[src/rtl/sad_block_param.sv]
// rtl/sad_block_param.sv - streamed SAD engine, LANES pixel pairs per beat over ROWS beats
// Optional abs-diff register stage enabled by defining SAD_PIPE_EN.
module sad_block_param #(
    parameter int WIDTH  = 8,
    parameter int LANES  = 8,
    parameter int ROWS   = 4,
    localparam int ACC_W = WIDTH + $clog2(LANES * ROWS)
) (
    input  logic                   clk,
    input  logic                   rst,
    input  logic                   init,
    input  logic                   ack,
    input  logic [LANES*WIDTH-1:0] ori,
    input  logic [LANES*WIDTH-1:0] can,
    output logic                   done,
    output logic [ACC_W-1:0]       out_sad
);

    localparam int LSUM_W = WIDTH + $clog2(LANES);
    localparam int CNT_W  = $clog2(ROWS + 1);
`ifdef SAD_PIPE_EN
    localparam int LAST_BEAT = ROWS;
`else
    localparam int LAST_BEAT = ROWS - 1;
`endif

    typedef enum logic [1:0] {
        S_IDLE,
        S_RUN,
        S_DONE
    } state_t;

    state_t             state_q;
    logic [CNT_W-1:0]   cnt_q;
    logic [ACC_W-1:0]   acc_q;
    logic               done_q;

    logic signed [WIDTH:0] diff_full [LANES];
    logic [WIDTH-1:0]      diff_d    [LANES];
    logic [WIDTH-1:0]      diff_s    [LANES];
    logic [LSUM_W-1:0]     lane_sum;
    logic [ACC_W-1:0]      acc_d;
    logic                  acc_en;

    // Differences are formed one bit wider so the sign is exact before taking magnitude.
    always_comb begin
        for (int i = 0; i < LANES; i++) begin
            diff_full[i] = $signed({1'b0, ori[i*WIDTH +: WIDTH]})
                         - $signed({1'b0, can[i*WIDTH +: WIDTH]});
            diff_d[i]    = diff_full[i][WIDTH] ? WIDTH'(-diff_full[i])
                                               : diff_full[i][WIDTH-1:0];
        end
    end

`ifdef SAD_PIPE_EN
    logic [WIDTH-1:0] diff_q [LANES];

    always_ff @(posedge clk) begin
        if (rst) begin
            for (int i = 0; i < LANES; i++) diff_q[i] <= '0;
        end else if (state_q == S_RUN) begin
            for (int i = 0; i < LANES; i++) diff_q[i] <= diff_d[i];
        end
    end

    // Beat 0 only fills the pipe; the final count is the drain cycle.
    always_comb begin
        diff_s = diff_q;
        acc_en = (cnt_q != '0);
    end
`else
    always_comb begin
        diff_s = diff_d;
        acc_en = 1'b1;
    end
`endif

    always_comb begin
        lane_sum = '0;
        for (int i = 0; i < LANES; i++) begin
            lane_sum = lane_sum + LSUM_W'(diff_s[i]);
        end
        acc_d = acc_q + {{(ACC_W-LSUM_W){1'b0}}, lane_sum};
    end

    always_ff @(posedge clk) begin
        if (rst) begin
            state_q <= S_IDLE;
            cnt_q   <= '0;
            acc_q   <= '0;
            done_q  <= 1'b0;
        end else begin
            case (state_q)
                S_IDLE: begin
                    if (init) begin
                        state_q <= S_RUN;
                        cnt_q   <= '0;
                        acc_q   <= '0;
                    end
                end
                S_RUN: begin
                    if (acc_en) acc_q <= acc_d;
                    cnt_q <= cnt_q + CNT_W'(1);
                    if (cnt_q == CNT_W'(LAST_BEAT)) begin
                        state_q <= S_DONE;
                        done_q  <= 1'b1;
                    end
                end
                S_DONE: begin
                    if (ack) begin
                        state_q <= S_IDLE;
                        done_q  <= 1'b0;
                    end
                end
                default: begin
                    state_q <= S_IDLE;
                    done_q  <= 1'b0;
                end
            endcase
        end
    end

    assign done    = done_q;
    assign out_sad = acc_q;

endmodule

[config.mk]
export PLATFORM = sky130hd
export DESIGN_NAME = sad_block_param
export DESIGN_NICKNAME = d
export VERILOG_FILES = /design/src/rtl/sad_block_param.sv
export SDC_FILE = /design/constraint.sdc
export NUM_CORES = 1
export LEC_CHECK = 0
export CAP_MARGIN = 15
export CORE_AREA = 2 2 137 139
export DETAILED_ROUTE_END_ITERATION = 12
export DIE_AREA = 0 0 139 141
export MAX_ROUTING_LAYER = met4
export PLACE_DENSITY = 0.69
export SLEW_MARGIN = 20
export SYNTH_ARGS = -nofsm -noshare
export SYNTH_HDL_FRONTEND = slang
export SYNTH_SLANG_ARGS = --single-unit
[constraint.sdc]
create_clock -name clk -period 9.45 [get_ports clk]
set_clock_uncertainty 0.05 [all_clocks]
set_input_delay 1.89 -clock clk [delete_from_list [all_inputs] [get_ports clk]]
set_output_delay 1.89 -clock clk [all_outputs]
set_load 0.05 [all_outputs]
==> impl_metrics.env <==
export IMPL_synthesis_area_per_instance_um2=8.15
export IMPL_grt_first_pass_wirelength_um=24800
export IMPL_min_delay_path_class="flop to flop"
export IMPL_synth_fp_nets=1073
export IMPL_slew_viol_final=0
export IMPL_route_met3_wl_um=459
export IMPL_grt_total_usage_pct=15.2
export IMPL_setup_tns_final_ps=0
export IMPL_slew_limit_headroom_pct=35.4
export IMPL_post_synth_top_area_fraction_pct=19.7
export IMPL_antenna_left=0
export IMPL_netlist_cell_type_count=54
export IMPL_finalWorstPathRequiredPeriod_ps=7970
export IMPL_cts_reportedPaths_clkPinSlew_ps=50
export IMPL_hpwl_um=12800
export IMPL_timing_critical_path_slowest_stage_cell="sky130_fd_sc_hd__fa_1"
export IMPL_number_of_synthesized_flops_with_an_enable_pin=0
export IMPL_pin_count_of_the_biggest_net_entering_global_routing=18
export IMPL_cts_made_buffers=3
export IMPL_run_status="finished, final reports clean"
export IMPL_setup_viol=0
export IMPL_m1WireLength_um=6880
export IMPL_synthToLayoutAreaGrowth_pct=28.2
export IMPL_cts_tree="yes"
export IMPL_crit_path_cell_trace="clkdlybuf4s50_1, ha_1, inv_1, fa_1, a211oi_2, o21ai_1, a21o_1, a21o_1, nor2_1, xnor2_1, fa_1, fa_1, fa_1, inv_1, fa_1, inv_1, ha_1, fa_1, a211oi_1, o21bai_1, a211oi_1, o21ba_2, mux2i_1, a21oi_1"
export IMPL_io_pin_count=146
export IMPL_required_time_of_the_worst_setup_path_ps=9510
export IMPL_place_congestion=0.809
export IMPL_floorplan_die_height_um=141
export IMPL_cts_num_sinks=19
export IMPL_final_period_utilization_pct=84.3
export IMPL_clk_latency_ps=250
export IMPL_crit_path_start_kind="input pin"
export IMPL_crit_path_frequent_cell="sky130_fd_sc_hd__fa_1"
export IMPL_critPathBufInv=4
export IMPL_cts_hold_buffers=0
export IMPL_count_of_h_tree_levels_built_during_cts=1
export IMPL_async_reset_ff_share_pct=0
export IMPL_maxUsedRoutingLayer="met4"
export IMPL_cts_root_buf="sky130_fd_sc_hd__clkbuf_16"
export IMPL_route_detailed_wl_per_inst_um=12.1
export IMPL_mappedNetlistArea_mm2=0.00642
export IMPL_nNetsFinal=1219
export IMPL_cell_family_with_most_cp_delay="adder cells"
export IMPL_core_rowCount=50
export IMPL_synth_seq_cells=19
export IMPL_synth_cells=787
export IMPL_clock_fmax_mhz=125
export IMPL_fp_dieW_um=139
export IMPL_n_antenna_cell=0
export IMPL_timing_critical_path_slowest_cell_delay_ps=550
export IMPL_first_global_vias=5561
export IMPL_critical_path_capture_point_type="flop"
export IMPL_grt_remaining_overflow=0
export IMPL_drt_initial_drc_count=212
export IMPL_clock_tree_buffer_depth=2
export IMPL_worst_path_maximum_fanout=7
export IMPL_detailedRoute_firstPassIterationCount=4
export IMPL_synth_flop_cell="sky130_fd_sc_hd__dfxtp_1"
export IMPL_post_cts_buffers=0
export IMPL_detail_route_drc_violations=0
export IMPL_worstPathArrival_ps=8030
export IMPL_placed_cell_area_mm2=0.00815
export IMPL_placeable_core_region_mm2=0.0183
export IMPL_rsz_0062_raised_after_global_routing="false"
export IMPL_route_met2_wl_um=6650
export IMPL_post_cts_resized_instances=0
export IMPL_yosysSeqAreaShare_pct=5.93
export IMPL_netlist_top_cells_area="sky130_fd_sc_hd__fa_1, sky130_fd_sc_hd__ha_1, sky130_fd_sc_hd__inv_1"
export IMPL_path_type_of_the_worst_setup_path="input pin to flop"
export IMPL_io_buffer_count=145
export IMPL_drt_total_wl_um=14100
export IMPL_start_util_pct=35.1
export IMPL_detailed_route_via_count=5503
export IMPL_drv_cap=0
export IMPL_synth_top_area_cell="sky130_fd_sc_hd__fa_1"
export IMPL_final_hold_vio_count=0
export IMPL_max_slew_worst_pin_slew_ps=968
export IMPL_post_route_cell_area_mm2=0.00822
export IMPL_antenna_found_initial=0
export IMPL_drt_vias_per_instance=4.72
export IMPL_final_layout_size_suffix_gt1_share_pct=4.72
export IMPL_die_area_mm2=0.0196
export IMPL_ys_warn_count=0
-- routing by layer --
layer,vias to the layer above,global-route usage (%)
li1,2894,-
met1,2485,20.3
met2,116,26.4
met3,8,0.713
met4,0,1.86
met5,-,-
-- worst register-to-register path, cell delays in order (launching register included) --
cell                       delay, ps
sky130_fd_sc_hd__dfxtp_1         340
sky130_fd_sc_hd__fa_1            540
sky130_fd_sc_hd__fa_1            530
sky130_fd_sc_hd__fa_1            550
sky130_fd_sc_hd__inv_1            50
sky130_fd_sc_hd__fa_1            530
sky130_fd_sc_hd__inv_1            40
sky130_fd_sc_hd__ha_1            210
sky130_fd_sc_hd__fa_1            420
sky130_fd_sc_hd__a211oi_1        300
sky130_fd_sc_hd__o21bai_1        120
sky130_fd_sc_hd__a211oi_1        260
sky130_fd_sc_hd__o21ba_2         190
sky130_fd_sc_hd__mux2i_1         170
sky130_fd_sc_hd__a21oi_1          70
-- state kept, by name (all words and copies together) (netlist names) --
name	cells
out_sad	13
done	1
cnt_q	3
state_q	2
-- Yosys cell counts, types with 3 or more instances --
| cell type | instances |
|---|---|
| sky130_fd_sc_hd__inv_1 | 161 |
| sky130_fd_sc_hd__nor2_1 | 95 |
| sky130_fd_sc_hd__ha_1 | 91 |
| sky130_fd_sc_hd__fa_1 | 63 |
| sky130_fd_sc_hd__xnor2_1 | 52 |
| sky130_fd_sc_hd__a21oi_1 | 44 |
| sky130_fd_sc_hd__xor2_1 | 39 |
| sky130_fd_sc_hd__dfxtp_1 | 19 |
| sky130_fd_sc_hd__o21a_1 | 18 |
| sky130_fd_sc_hd__o21ai_0 | 17 |
| sky130_fd_sc_hd__o21ai_1 | 13 |
| sky130_fd_sc_hd__a21o_1 | 12 |
| sky130_fd_sc_hd__nand2b_1 | 12 |
| sky130_fd_sc_hd__nand3_1 | 12 |
| sky130_fd_sc_hd__a31oi_1 | 11 |
| sky130_fd_sc_hd__nand2_1 | 11 |
| sky130_fd_sc_hd__o21bai_1 | 10 |
| sky130_fd_sc_hd__o31ai_1 | 9 |
| sky130_fd_sc_hd__a211oi_2 | 8 |
| sky130_fd_sc_hd__a22oi_1 | 8 |
| sky130_fd_sc_hd__mux2_2 | 7 |
| sky130_fd_sc_hd__nor2b_1 | 7 |
| sky130_fd_sc_hd__nor3_1 | 7 |
| sky130_fd_sc_hd__a22o_1 | 4 |
| sky130_fd_sc_hd__clkbuf_1 | 4 |
| sky130_fd_sc_hd__o311ai_1 | 4 |
| sky130_fd_sc_hd__or4_1 | 4 |
| sky130_fd_sc_hd__a211oi_1 | 3 |
| sky130_fd_sc_hd__a31oi_2 | 3 |
| sky130_fd_sc_hd__and3_1 | 3 |
| sky130_fd_sc_hd__nor3b_1 | 3 |
| sky130_fd_sc_hd__o21bai_2 | 3 |
-- final timing paths --
check / from / end / slack (ps) / cells past startpoint
worst max-delay path: can[48] / out_sad[12]$_SDFFE_PP0P_ / 1480 / 24
worst max register to register: out_sad[2]$_SDFFE_PP0P_ / out_sad[12]$_SDFFE_PP0P_ / 4930 / 14
worst min register to register: done$_SDFFE_PP0P_ / done$_SDFFE_PP0P_ / 410 / 2
worst min-delay path: done$_SDFFE_PP0P_ / done$_SDFFE_PP0P_ / 410 / 2
-- placed cells by master (no fill, tap or decap), types with 4 or more instances in the layout --
| cell type | synthesis | routed |
|---|---|---|
| sky130_fd_sc_hd__inv_1 | 161 | 161 |
| sky130_fd_sc_hd__clkdlybuf4s50_1 | 0 | 145 |
| sky130_fd_sc_hd__nor2_1 | 95 | 95 |
| sky130_fd_sc_hd__ha_1 | 91 | 91 |
| sky130_fd_sc_hd__fa_1 | 63 | 63 |
| sky130_fd_sc_hd__xnor2_1 | 52 | 52 |
| sky130_fd_sc_hd__a21oi_1 | 44 | 44 |
| sky130_fd_sc_hd__xor2_1 | 39 | 39 |
| sky130_fd_sc_hd__dfxtp_1 | 19 | 19 |
| sky130_fd_sc_hd__o21a_1 | 18 | 18 |
| sky130_fd_sc_hd__o21ai_0 | 17 | 17 |
| sky130_fd_sc_hd__o21ai_1 | 13 | 13 |
| sky130_fd_sc_hd__nand2b_1 | 12 | 12 |
| sky130_fd_sc_hd__nand3_1 | 12 | 12 |
| sky130_fd_sc_hd__a21o_1 | 12 | 12 |
| sky130_fd_sc_hd__a31oi_1 | 11 | 11 |
| sky130_fd_sc_hd__nand2_1 | 11 | 11 |
| sky130_fd_sc_hd__o21bai_1 | 10 | 10 |
| sky130_fd_sc_hd__o31ai_1 | 9 | 9 |
| sky130_fd_sc_hd__a211oi_2 | 8 | 8 |
| sky130_fd_sc_hd__a22oi_1 | 8 | 8 |
| sky130_fd_sc_hd__nor3_1 | 7 | 7 |
| sky130_fd_sc_hd__nor2b_1 | 7 | 7 |
| sky130_fd_sc_hd__mux2_2 | 7 | 7 |
| sky130_fd_sc_hd__or4_1 | 4 | 4 |
| sky130_fd_sc_hd__o311ai_1 | 4 | 4 |
| sky130_fd_sc_hd__a22o_1 | 4 | 4 |
-- cell type report --
type	count	area, um^2
Clock buffer	4	78.8
Fill cell	1813	10000
Inverter	161	604
Multi-Input combinational cell	603	5420
Sequential cell	19	380
Tap cell	234	293
Timing Repair Buffer	145	1450
-- per-stage QoR --
step	hold WS (ps)	instances	utilization [%]	setup WS [ps]
after detailed placement	399	1162	44.6	1210
after floorplan	404	787	-	2040
final	412	1166	45.0	1480
after global routing	448	1166	45.0	1060
after global placement	397	1162	44.6	1350
after CTS	409	1166	45.0	1460
-- logic make-up after synthesis --
kind of cell | Yosys count | synth area share [%]
buf+inv | 165 | 9.65
flops | 19 | 5.93
xor+xnor | 94 | 13.2
mux | 9 | 1.54
simple gates | 166 | 12.2
compound gates | 180 | 20.0
fa+ha+maj | 154 | 37.4
Power is not shown: default switching activity piles up to over one toggle a cycle in this logic, so the estimate is an artifact.
